## config.mk

```make
export PLATFORM = sky130hd
export DESIGN_NAME = cv32e40p_discontinuity_monitor
export DESIGN_NICKNAME = d
export VERILOG_FILES = /design/src/rtl/cv32e40p_disc_pkg.sv /design/src/rtl/cv32e40p_disc_decode.sv /design/src/rtl/cv32e40p_discontinuity_monitor.sv
export SDC_FILE = /design/constraint.sdc
export NUM_CORES = 1
export LEC_CHECK = 0
export CORE_ASPECT_RATIO = 1.1
export CORE_MARGIN = 1
export CORE_UTILIZATION = 40
export DETAILED_ROUTE_END_ITERATION = 8
export PLACE_DENSITY = 0.76
export RECOVER_POWER = 100
export SETUP_SLACK_MARGIN = 0.4
export SYNTH_ARGS = -nofsm -noshare
export SYNTH_HDL_FRONTEND = slang
export SYNTH_SLANG_ARGS = --single-unit
```

## constraint.sdc

```tcl
create_clock -name clk -period 2.9 [get_ports clk]
set_input_delay 0.58 -clock clk [delete_from_list [all_inputs] [get_ports clk]]
set_output_delay 0.58 -clock clk [all_outputs]
set_load 0.005 [all_outputs]
```

## src/rtl/cv32e40p_disc_pkg.sv

```systemverilog
// Shared definitions for discontinuity insertion and monitoring: encodings,
// monitor state enum and the control-flow classifier.
package cv32e40p_disc_pkg;

    // 32-bit major opcodes that redirect the PC
    localparam logic [6:0] OPCODE_BRANCH = 7'b1100011;
    localparam logic [6:0] OPCODE_JAL    = 7'b1101111;
    localparam logic [6:0] OPCODE_JALR   = 7'b1100111;
    localparam logic [2:0] JALR_FUNCT3   = 3'b000;

    // Quadrant 1 compressed control flow: c.jal, c.j, c.beqz, c.bnez
    localparam logic [2:0] C1_F3_JAL  = 3'b001;
    localparam logic [2:0] C1_F3_J    = 3'b101;
    localparam logic [2:0] C1_F3_BEQZ = 3'b110;
    localparam logic [2:0] C1_F3_BNEZ = 3'b111;

    // Quadrant 2 compressed c.jr / c.jalr share funct3 100 with rs2 == 0
    localparam logic [2:0] C2_F3_JR = 3'b100;

    typedef enum logic [1:0] {
        ST_DISABLED = 2'b00,
        ST_RUN      = 2'b01,
        ST_ALARM    = 2'b10
    } disc_mon_state_e;

    // True when the word is any compressed or 32-bit jump/branch
    function automatic logic is_disc_instr(input logic [31:0] instr);
        logic r;
        r = 1'b0;
        case (instr[1:0])
            2'b01: r = (instr[15:13] == C1_F3_JAL)  || (instr[15:13] == C1_F3_J) ||
                       (instr[15:13] == C1_F3_BEQZ) || (instr[15:13] == C1_F3_BNEZ);
            2'b10: r = (instr[15:13] == C2_F3_JR) && (instr[6:2] == 5'b0) &&
                       (instr[11:7] != 5'b0);
            2'b11: r = (instr[6:0] == OPCODE_BRANCH) || (instr[6:0] == OPCODE_JAL) ||
                       ((instr[6:0] == OPCODE_JALR) && (instr[14:12] == JALR_FUNCT3));
            default: r = 1'b0;
        endcase
        return r;
    endfunction

endpackage

```

## src/rtl/cv32e40p_disc_decode.sv

```systemverilog
// Combinational classifier: flags control-flow instructions.
module cv32e40p_disc_decode
    import cv32e40p_disc_pkg::*;
(
    input  logic [31:0] instr_i,
    output logic        is_disc_o
);

    assign is_disc_o = is_disc_instr(instr_i);

endmodule

```

## src/rtl/cv32e40p_discontinuity_monitor.sv

```systemverilog
// Watchdog counting consecutive non-control-flow instructions; raises a
// sticky alarm once a run reaches WWDL and exports run/discontinuity stats.
module cv32e40p_discontinuity_monitor
    import cv32e40p_disc_pkg::*;
#(
    parameter int WWDL      = 16,
    parameter int CNT_WIDTH = 16
) (
    input  logic                         clk,
    input  logic                         rst,
    input  logic                         enable_i,
    input  logic                         instr_valid_i,
    input  logic [31:0]                  instr_i,
    input  logic                         flush_i,
    input  logic                         clear_i,
    output logic                         alarm_o,
    output logic                         alarm_pulse_o,
    output logic [$clog2(WWDL+1)-1:0]    run_o,
    output logic [CNT_WIDTH-1:0]         disc_cnt_o,
    output logic [$clog2(WWDL+1)-1:0]    max_run_o
);

    localparam int RUN_W = $clog2(WWDL + 1);
    localparam logic [RUN_W-1:0] RUN_MAX = RUN_W'(WWDL);
    localparam logic [RUN_W-1:0] RUN_PRE = RUN_W'(WWDL - 1);

    disc_mon_state_e      r_state;
    logic [RUN_W-1:0]     r_run;
    logic [RUN_W-1:0]     r_max_run;
    logic [CNT_WIDTH-1:0] r_disc_cnt;
    logic                 r_alarm;
    logic                 r_pulse;

    logic                 w_is_disc;
    logic                 w_accept;
    logic                 w_count;
    logic                 w_violate;
    logic [RUN_W-1:0]     w_run_inc;
    logic [RUN_W-1:0]     w_run_nxt;

    cv32e40p_disc_decode u_decode (
        .instr_i   (instr_i),
        .is_disc_o (w_is_disc)
    );

    // Bubbles (all-zero words) are never counted
    assign w_accept  = instr_valid_i && (instr_i != 32'h0);
    // Run increment saturates at WWDL so ALARM can keep counting
    assign w_run_inc = (r_run >= RUN_PRE) ? RUN_MAX : r_run + 1'b1;

    // Next run length; disable, clear and flush all restart the run and
    // swallow any instruction accepted in the same cycle
    always_comb begin
        w_count   = 1'b0;
        w_run_nxt = r_run;
        if (!enable_i || (r_state == ST_DISABLED) || clear_i || flush_i) begin
            w_run_nxt = '0;
        end else if (w_accept) begin
            w_count   = 1'b1;
            w_run_nxt = w_is_disc ? '0 : w_run_inc;
        end
    end

    assign w_violate = w_count && !w_is_disc && (r_state == ST_RUN) && (w_run_inc == RUN_MAX);

    // Monitor FSM with registered alarm, pulse and statistics
    always_ff @(posedge clk) begin
        if (rst) begin
            r_state    <= ST_DISABLED;
            r_run      <= '0;
            r_max_run  <= '0;
            r_disc_cnt <= '0;
            r_alarm    <= 1'b0;
            r_pulse    <= 1'b0;
        end else begin
            r_run   <= w_run_nxt;
            r_pulse <= 1'b0;
            if (w_run_nxt > r_max_run)
                r_max_run <= w_run_nxt;
            if (w_count && w_is_disc && (r_disc_cnt != '1))
                r_disc_cnt <= r_disc_cnt + 1'b1;
            if (!enable_i) begin
                r_state <= ST_DISABLED;
                r_alarm <= 1'b0;
            end else begin
                case (r_state)
                    ST_DISABLED: r_state <= ST_RUN;
                    ST_RUN: begin
                        if (w_violate) begin
                            r_state <= ST_ALARM;
                            r_alarm <= 1'b1;
                            r_pulse <= 1'b1;
                        end
                    end
                    ST_ALARM: begin
                        if (clear_i) begin
                            r_state <= ST_RUN;
                            r_alarm <= 1'b0;
                        end
                    end
                    default: begin
                        r_state <= ST_DISABLED;
                        r_alarm <= 1'b0;
                    end
                endcase
            end
        end
    end

    assign alarm_o       = r_alarm;
    assign alarm_pulse_o = r_pulse;
    assign run_o         = r_run;
    assign disc_cnt_o    = r_disc_cnt;
    assign max_run_o     = r_max_run;

endmodule

```

==> flow_summary.rst, run 1 <==
.. list-table::
   :header-rows: 1

   * - Metric
     - Value
   * - Wire length of the first global-routing pass
     - 9710 um
   * - Dominant combinational cell family by area after synthesis
     - simple AND/OR/NAND/NOR gates
   * - Largest driver fanout on the critical path
     - 8
   * - Worst-skew pair later-pin latency
     - between 200 and 300 ps
   * - Run status
     - complete, but fails checks
   * - Core Rows
     - 25
   * - Netlist cell types
     - 45
   * - Pleak
     - 1.37 nW
   * - Simple-Gate Fraction of Synth Area
     - about 39%
   * - Initial core utilization
     - 42.1%
   * - Clock transition at path regs
     - 70 ps
   * - Largest area contributor in the netlist
     - dfxtp_1
   * - Final worst slack
     - -26.1 ps
   * - Total routing resource utilization after global routing
     - between 20% and 30%
   * - Maximum clock insertion buffer count
     - 2
   * - Main synth FF type
     - dfxtp_1
   * - Buffers added on ports
     - 65
   * - Floorplan die width
     - ~67 um
   * - Slowest cell on crit path
     - o31ai_4
   * - Mux cell area share after synthesis
     - under 10%
   * - Leading cell types in the layout, fill and taps excluded
     - 35 x buf_4, 31 x nor2_1, 30 x dfxtp_1
   * - Net count of the mapped netlist
     - ~260
   * - Slew of the pin with the lowest slew margin
     - around 620 ps
   * - Met1 capacity usage during global routing
     - approximately a third
   * - Share of cells above drive strength 1
     - 39.0%
   * - Type of element launching the critical path
     - input port
   * - Number of setup violations in the final report
     - 3
   * - Setup repair after global routing missed its margin
     - yes
   * - Vias in the first global route
     - about 2100
   * - Die area
     - ~0.0049 mm^2
   * - Synth Area per Inst
     - between 8 and 9 um^2
   * - ANT nets after route
     - 0
   * - Final critical-path required period
     - 2930 ps
   * - Placeable Area
     - between 0.004 and 0.005 mm^2
   * - Final-report hold violation count
     - 0
   * - Number of synthesis warnings
     - 0
   * - Proportion of synthesized chip area in sequential cells
     - around a third
   * - Number of instances in the synthesized netlist
     - roughly 210
   * - Power Density
     - just under 400 mW/mm^2
   * - Remaining Overflow, GRT
     - 0
   * - Root buffer cell
     - clkbuf_8
   * - Worst VDD drop
     - slightly above 0.5 mV
   * - Post-layout net count
     - 371
   * - Drt drc
     - 0
   * - Proportion of register bits with asynchronous set or reset after synthesis
     - 0%
   * - Number of enable-type register cells in the synthesized netlist
     - 0
   * - Critical-path cell list
     - buf_6, nor4_4, nand4_1, o31ai_4, buf_4, and4b_1, o21ai_2, inv_2, ha_4, o21ai_2, nand2b_1, a211oi_2, nor2_4, a211oi_1
   * - Xor-xnor portion of the synthesized cell area
     - about 5.7%
   * - Fraction of post-synthesis cell area in the top cell type by area
     - between 30 and 40%
   * - Crit-path max cell delay
     - 360 ps
   * - Drt wl/cell
     - around 16 um
   * - Slew margin rel.
     - between 50% and 60%
   * - Critical path's most frequent cell
     - o21ai_2
   * - Leading cell types by total area after synthesis
     - dfxtp_1 33%, nor2_1 7.4%, ha_1 5.5%, nor4_2 5.5%, xnor2_1 4.8%
   * - Nature of the critical path endpoint
     - flip-flop
   * - Relative area change from synthesis to final layout
     - 75.5%
   * - Initial DRC Count
     - between 90 and 100
   * - N_diodes
     - 0
   * - GPL Wtd Cong
     - approximately 0.82
   * - Post-route non-filler standard cell count
     - 380
   * - Number of buffers created by CTS
     - 5
   * - Number of top-level pins
     - 66
   * - Number of instances in the placed design
     - 357
   * - Type of the worst setup path
     - in -> reg
   * - Hold_buf cts
     - 0
   * - DR vias
     - 2020
   * - Flip-flop and latch count after synthesis
     - 30
   * - Sink Count
     - 30
   * - Post-Route Skew
     - about 1.7 ps
   * - Worst Path Arrival
     - about 3100 ps
   * - Average vias per placed instance
     - 5.32
   * - Data required time of the critical path
     - about 3100 ps
   * - Maximum number of pins on one net before global-route repair
     - 18
   * - Final Cycle Share
     - 101%
   * - Path depth of the worst reg2reg path
     - 13
   * - Number of pins with negative max-slew slack in the final report
     - 0
   * - Detailed-router iteration count before antenna repair
     - 4
   * - Met2 Use GR
     - between 40% and 50%
   * - Final HPWL from detailed placement
     - 4040 um
   * - Initial antenna violation count
     - 0
   * - Worst min path class
     - reg -> reg
   * - Vert. Die Dim
     - between 70 and 80 um
   * - Area fraction in compound gates after synthesis
     - around a tenth
   * - Placed standard-cell area
     - between 0.002 and 0.003 mm^2
   * - Clock tree from TritonCTS
     - yes
   * - Depth of the CTS H-tree
     - 2
   * - Leading cell type in the layout, fill and taps excluded
     - buf_4
   * - Number of max-capacitance violations reported
     - 0
   * - Area of the mapped netlist
     - around 0.0018 mm^2
   * - Highest clock rate
     - about 340 MHz
   * - Violated checks
     - setup timing
   * - Cell depth of the worst hold path
     - 2
   * - Post-Synth Adder-Cell Area
     - around 5.5%
   * - Layer with the highest usage after global routing
     - met2
   * - Layout Cell Area excl Fill
     - 0.00321 mm^2
   * - Post-Route Utilization
     - 73.9%
   * - Met3 Usage GRT
     - 4.06%
   * - Post-Route WL
     - approximately 6000 um
   * - Number of inserted filler cells in the final layout
     - just over 300
## registers in the layout, summed over array words and instances (netlist names)
register,flops
alarm_o,1
alarm_pulse_o,1
disc_cnt_o,16
max_run_o,5
r_state,2
run_o,5
## stage by stage
stage          setup slack (ps)  power, mW  setup TNS (ps)  hold WS, ps
6_report                  -26.1       1.24           -64.4          469
5_1_grt                    -193       1.30            -944          484
4_1_cts                   -89.8       1.21            -307          480
3_5_place_dp               -643      0.854           -3120          468
3_3_place_gp               -519      0.846           -2450          447
2_1_floorplan              65.4      0.700               0          453
## critical path, delay by kind of cell
kind                     cells  cell delay (ps)
buffers and inverters        3              320
AND/OR/NAND/NOR              5              850
AO/OA/AOI/OAI                5             1130
adder cells (fa/ha/maj)      1              220
## cell families (layout without fill, tap and decap cells)
logic type / count (synthesis) / in the layout
compound gates: 26 / 26
xor+xnor: 12 / 12
fa+ha+maj: 8 / 8
buf+inv: 16 / 129
flops: 30 / 30
mux: 5 / 5
simple gates: 116 / 116
## routing by layer
metal | wire (um) | part of all wire [%]
met5 | 0 | 0
met4 | 115 | 1.9
met3 | 169 | 2.8
met2 | 3240 | 53
met1 | 2570 | 42
## synthesized netlist by cell type, drive strengths merged, types with 2 or more instances
master / instances
ha: 8
clkbuf: 4
and2: 3
o21ai: 5
buf: 2
o22ai: 2
a211oi: 5
inv: 10
nor2b: 6
mux2: 2
a22oi: 2
nand2: 9
and4b: 2
nor4: 17
and3: 6
nor2: 36
nand3: 12
dfxtp: 30
mux2i: 3
nand4: 7
nand2b: 5
a21oi: 4
xor2: 2
a32o: 2
nor3: 6
xnor2: 10
or3: 2
## worst paths after layout
path	startpoint	to	slack [ps]
worst max-delay path	instr_i[25]	max_run_o[0]	-30
worst min-delay path	alarm_o	alarm_o	470
worst max register to register	run_o[0]	max_run_o[0]	100
worst min register to register	alarm_o	alarm_o	470
## what timing repair did
item / 4_1_cts / 5_1_grt
setup endpoints to repair: 8 / 10
endpoints found under the hold margin: 0 / 0
pin swaps: 26 / 21
gates resized for setup: 107 / 17
setup buffers: 12 / 3
## cell type report
type	instances	area, um^2	share of cell area [%]
multi-input combinational	167	1440	44.8
timing repair buffer	111	972	30.2
sequential	30	601	18.7
clock buffer	6	82.6	2.57
tap	54	67.6	2.10
inverter	10	37.5	1.17
clock inverter	2	12.5	0.389
## power by group
group,leakage [nW],switching (mW),total [mW],internal (mW)
sequential,0.242,0.0206,0.457,0.437
clock,0.0472,0.167,0.358,0.191
combinational,1.08,0.213,0.426,0.213
Power figures use the tool's default switching activity.
==> inputs of run 2 (changes only) <==
--- a/config.mk
+++ b/config.mk
@@ -12,6 +12,7 @@
 export PLACE_DENSITY = 0.76
 export RECOVER_POWER = 100
 export SETUP_SLACK_MARGIN = 0.4
+export SKIP_LAST_GASP = 1
 export SYNTH_ARGS = -nofsm -noshare
 export SYNTH_HDL_FRONTEND = slang
 export SYNTH_SLANG_ARGS = --single-unit
==> run 2 against run 1 <==
Net effect:
- the flow still finishes with violations (setup timing)
- setup slack got worse by 28 ps
- clock power barely moved
- final cell count fell by 0.26%
- clock skew rose by 1.5 ps
- power barely moved
- utilization fell by 0.35 points
- non-clock buffer count fell by 1
- critical endpoint is now max_run_o[1]
- largest cell class unchanged
- largest power group unchanged
==> flow_summary.rst, run 2 (synthesized netlist as in run 1, its figures left out) <==
.. list-table::
   :header-rows: 1

   * - Metric
     - Value
   * - Initial antenna violation count
     - 0
   * - Violated checks
     - setup timing
   * - Power Density
     - around 390 mW/mm^2
   * - Path depth of the worst reg2reg path
     - 14
   * - Setup repair after global routing missed its margin
     - yes
   * - Sw power
     - about 0.4 mW
   * - Placed standard-cell area
     - 0.00288 mm^2
   * - DR top layer
     - met4
   * - Final-report hold violation count
     - 0
   * - Share of total power in sequential cells
     - 36.9%
   * - Worst min path class
     - reg -> reg
   * - Final Cycle Share
     - 102%
   * - Vert. Die Dim
     - ~73 um
   * - Number of buffers created by CTS
     - 5
   * - Drt wl/cell
     - ~16 um
   * - Final critical-path required period
     - approximately 3000 ps
   * - Run status
     - complete, but fails checks
   * - Number of setup violations in the final report
     - 4
   * - Post-Route WL
     - around 6000 um
   * - Critical-path cell list
     - buf_6, nor4_4, nand4_1, o31ai_4, buf_4, and4b_1, o21ai_2, inv_2, ha_4, o21ai_2, nand2b_1, a211oi_2, nor2_4, mux2i_1, nor2_1
   * - Leading cell type in the layout, fill and taps excluded
     - buf_4
   * - Floorplan die width
     - about 67 um
   * - Switching power as a share of total power
     - 32.3%
   * - N_diodes
     - 0
   * - Cell-internal power
     - between 0.8 and 0.9 mW
   * - Slew margin rel.
     - about three fifths
   * - Critical path's most frequent cell
     - o21ai_2
   * - Share of cells above drive strength 1
     - 38.8%
   * - Cell depth of the worst hold path
     - 2
   * - Average vias per placed instance
     - between 5 and 6
   * - Worst Path Arrival
     - approximately 3100 ps
   * - Pleak
     - approximately 1.4 nW
   * - DR vias
     - between 2000 and 2500
   * - Largest driver fanout on the critical path
     - 8
   * - Initial DRC Count
     - between 100 and 150
   * - Core Rows
     - 25
   * - Post-layout net count
     - 370
   * - Crit-path max cell delay
     - around 370 ps
   * - Routed wl met3
     - between 150 and 200 um
   * - Nature of the critical path endpoint
     - flip-flop
   * - Met2 wire length
     - 3270 um
   * - Data required time of the critical path
     - between 3000 and 4000 ps
   * - Number of max-capacitance violations reported
     - 0
   * - Post-Route Setup TNS
     - -144 ps
   * - Placeable Area
     - around 0.0043 mm^2
   * - Metal-1 WL
     - between 2000 and 2500 um
   * - Layout Cell Area excl Fill
     - around 0.0032 mm^2
   * - Slew of the pin with the lowest slew margin
     - 628 ps
   * - Buffers added on ports
     - 65
   * - Sink Count
     - 30
   * - Depth of the CTS H-tree
     - 2
   * - Part of the power in combinational logic
     - roughly a third
   * - Initial core utilization
     - ~42%
   * - Type of element launching the critical path
     - input port
   * - ANT nets after route
     - 0
   * - Total routing resource utilization after global routing
     - between 20% and 30%
   * - Clock transition at path regs
     - approximately 70 ps
   * - Highest clock rate
     - roughly 340 MHz
   * - Number of inserted filler cells in the final layout
     - approximately 310
   * - Clock tree from TritonCTS
     - yes
   * - Worst-skew pair later-pin latency
     - between 200 and 300 ps
   * - Overall power after layout
     - roughly 1.2 mW
   * - Post-Route Skew
     - between 3 and 4 ps
   * - Hold_buf cts
     - 0
   * - Detailed-router iteration count before antenna repair
     - 4
   * - Number of top-level pins
     - 66
   * - Portion of total power attributed to the clock network
     - between 20% and 30%
   * - Relative area change from synthesis to final layout
     - 74.7%
   * - Die area
     - a little under 0.005 mm^2
   * - Vias in the first global route
     - around 2100
   * - Number of pins with negative max-slew slack in the final report
     - 0
   * - Root buffer cell
     - clkbuf_8
   * - Maximum clock insertion buffer count
     - 2
   * - Type of the worst setup path
     - in -> reg
   * - Worst VDD drop
     - approximately 0.51 mV
   * - Post-place setup slack
     - -643 ps
   * - Wire length of the first global-routing pass
     - ~9700 um
   * - Slowest cell on crit path
     - o31ai_4
   * - Maximum number of pins on one net before global-route repair
     - 18
   * - Drt drc
     - 0
   * - Remaining Overflow, GRT
     - 0
   * - Final HPWL from detailed placement
     - just over 4000 um
   * - Final worst slack
     - -53.8 ps
   * - GPL Wtd Cong
     - 0.822
   * - Leading cell types in the layout, fill and taps excluded
     - 35 x buf_4, 31 x nor2_1, 30 x dfxtp_1
   * - Max reg flops
     - 16
==> run 2: changes by cell type in the layout (fill, tap and decap cells not counted) <==
cell    before  now
mux2_2       0    1
mux2_4       2    1
buf_6       15   14
==> run 2: final timing paths <==
kind              slack, ps        start      endpoint
hold / removal          470      alarm_o       alarm_o
setup reg to reg         70     run_o[0]  max_run_o[1]
setup / recovery        -50  instr_i[25]  max_run_o[1]
hold reg to reg         470      alarm_o       alarm_o
==> run 2: power groups by stage <==
stage          clock network, mW  logic [mW]  registers (mW)
2_1_floorplan                  0       0.237           0.464
3_3_place_gp                   0       0.379           0.467
3_5_place_dp                   0       0.388           0.466
4_1_cts                    0.362       0.393           0.457
5_1_grt                    0.379       0.466           0.459
6_report                   0.356       0.428           0.458
==> run 2: final cells by class <==
class                      instances  area, um^2  area share (%)
timing repair buffer             110         961            30.0
sequential                        30         601            18.8
multi-input combinational        167        1440            44.9
tap                               54        67.6            2.11
clock buffer                       6        82.6            2.58
inverter                          10        37.5            1.17
clock inverter                     2        12.5           0.391
==> run 2: metrics by stage <==
step / cells / hold WS (ps) / utilization, %
2_1_floorplan: 213 / 453 / -
3_3_place_gp: 357 / 447 / 66.3
3_5_place_dp: 357 / 468 / 66.3
4_1_cts: 377 / 480 / 72.4
5_1_grt: 379 / 484 / 73.6
6_report: 379 / 469 / 73.6
==> run 2: critical path: cells and delay by family <==
| kind | cells | cell delay [ps] |
|---|---|---|
| muxes | 1 | 180 |
| buffers and inverters | 3 | 330 |
| AOI/OAI and AO/OA | 4 | 890 |
| and+or+nand+nor | 6 | 910 |
| adders and majority gates | 1 | 220 |
==> run 2: layer usage <==
layer,up-vias,track usage [%]
met3,12,4.06
met5,-,0
met4,0,7.09
li1,1000,-
met2,45,47.6
met1,973,31.3
==> run 2: what timing repair did <==
item | in CTS | in global routing
setup buffers | 12 | 2
resized for setup | 105 | 17
setup endpoints to repair | 8 | 10
pin swaps | 22 | 18
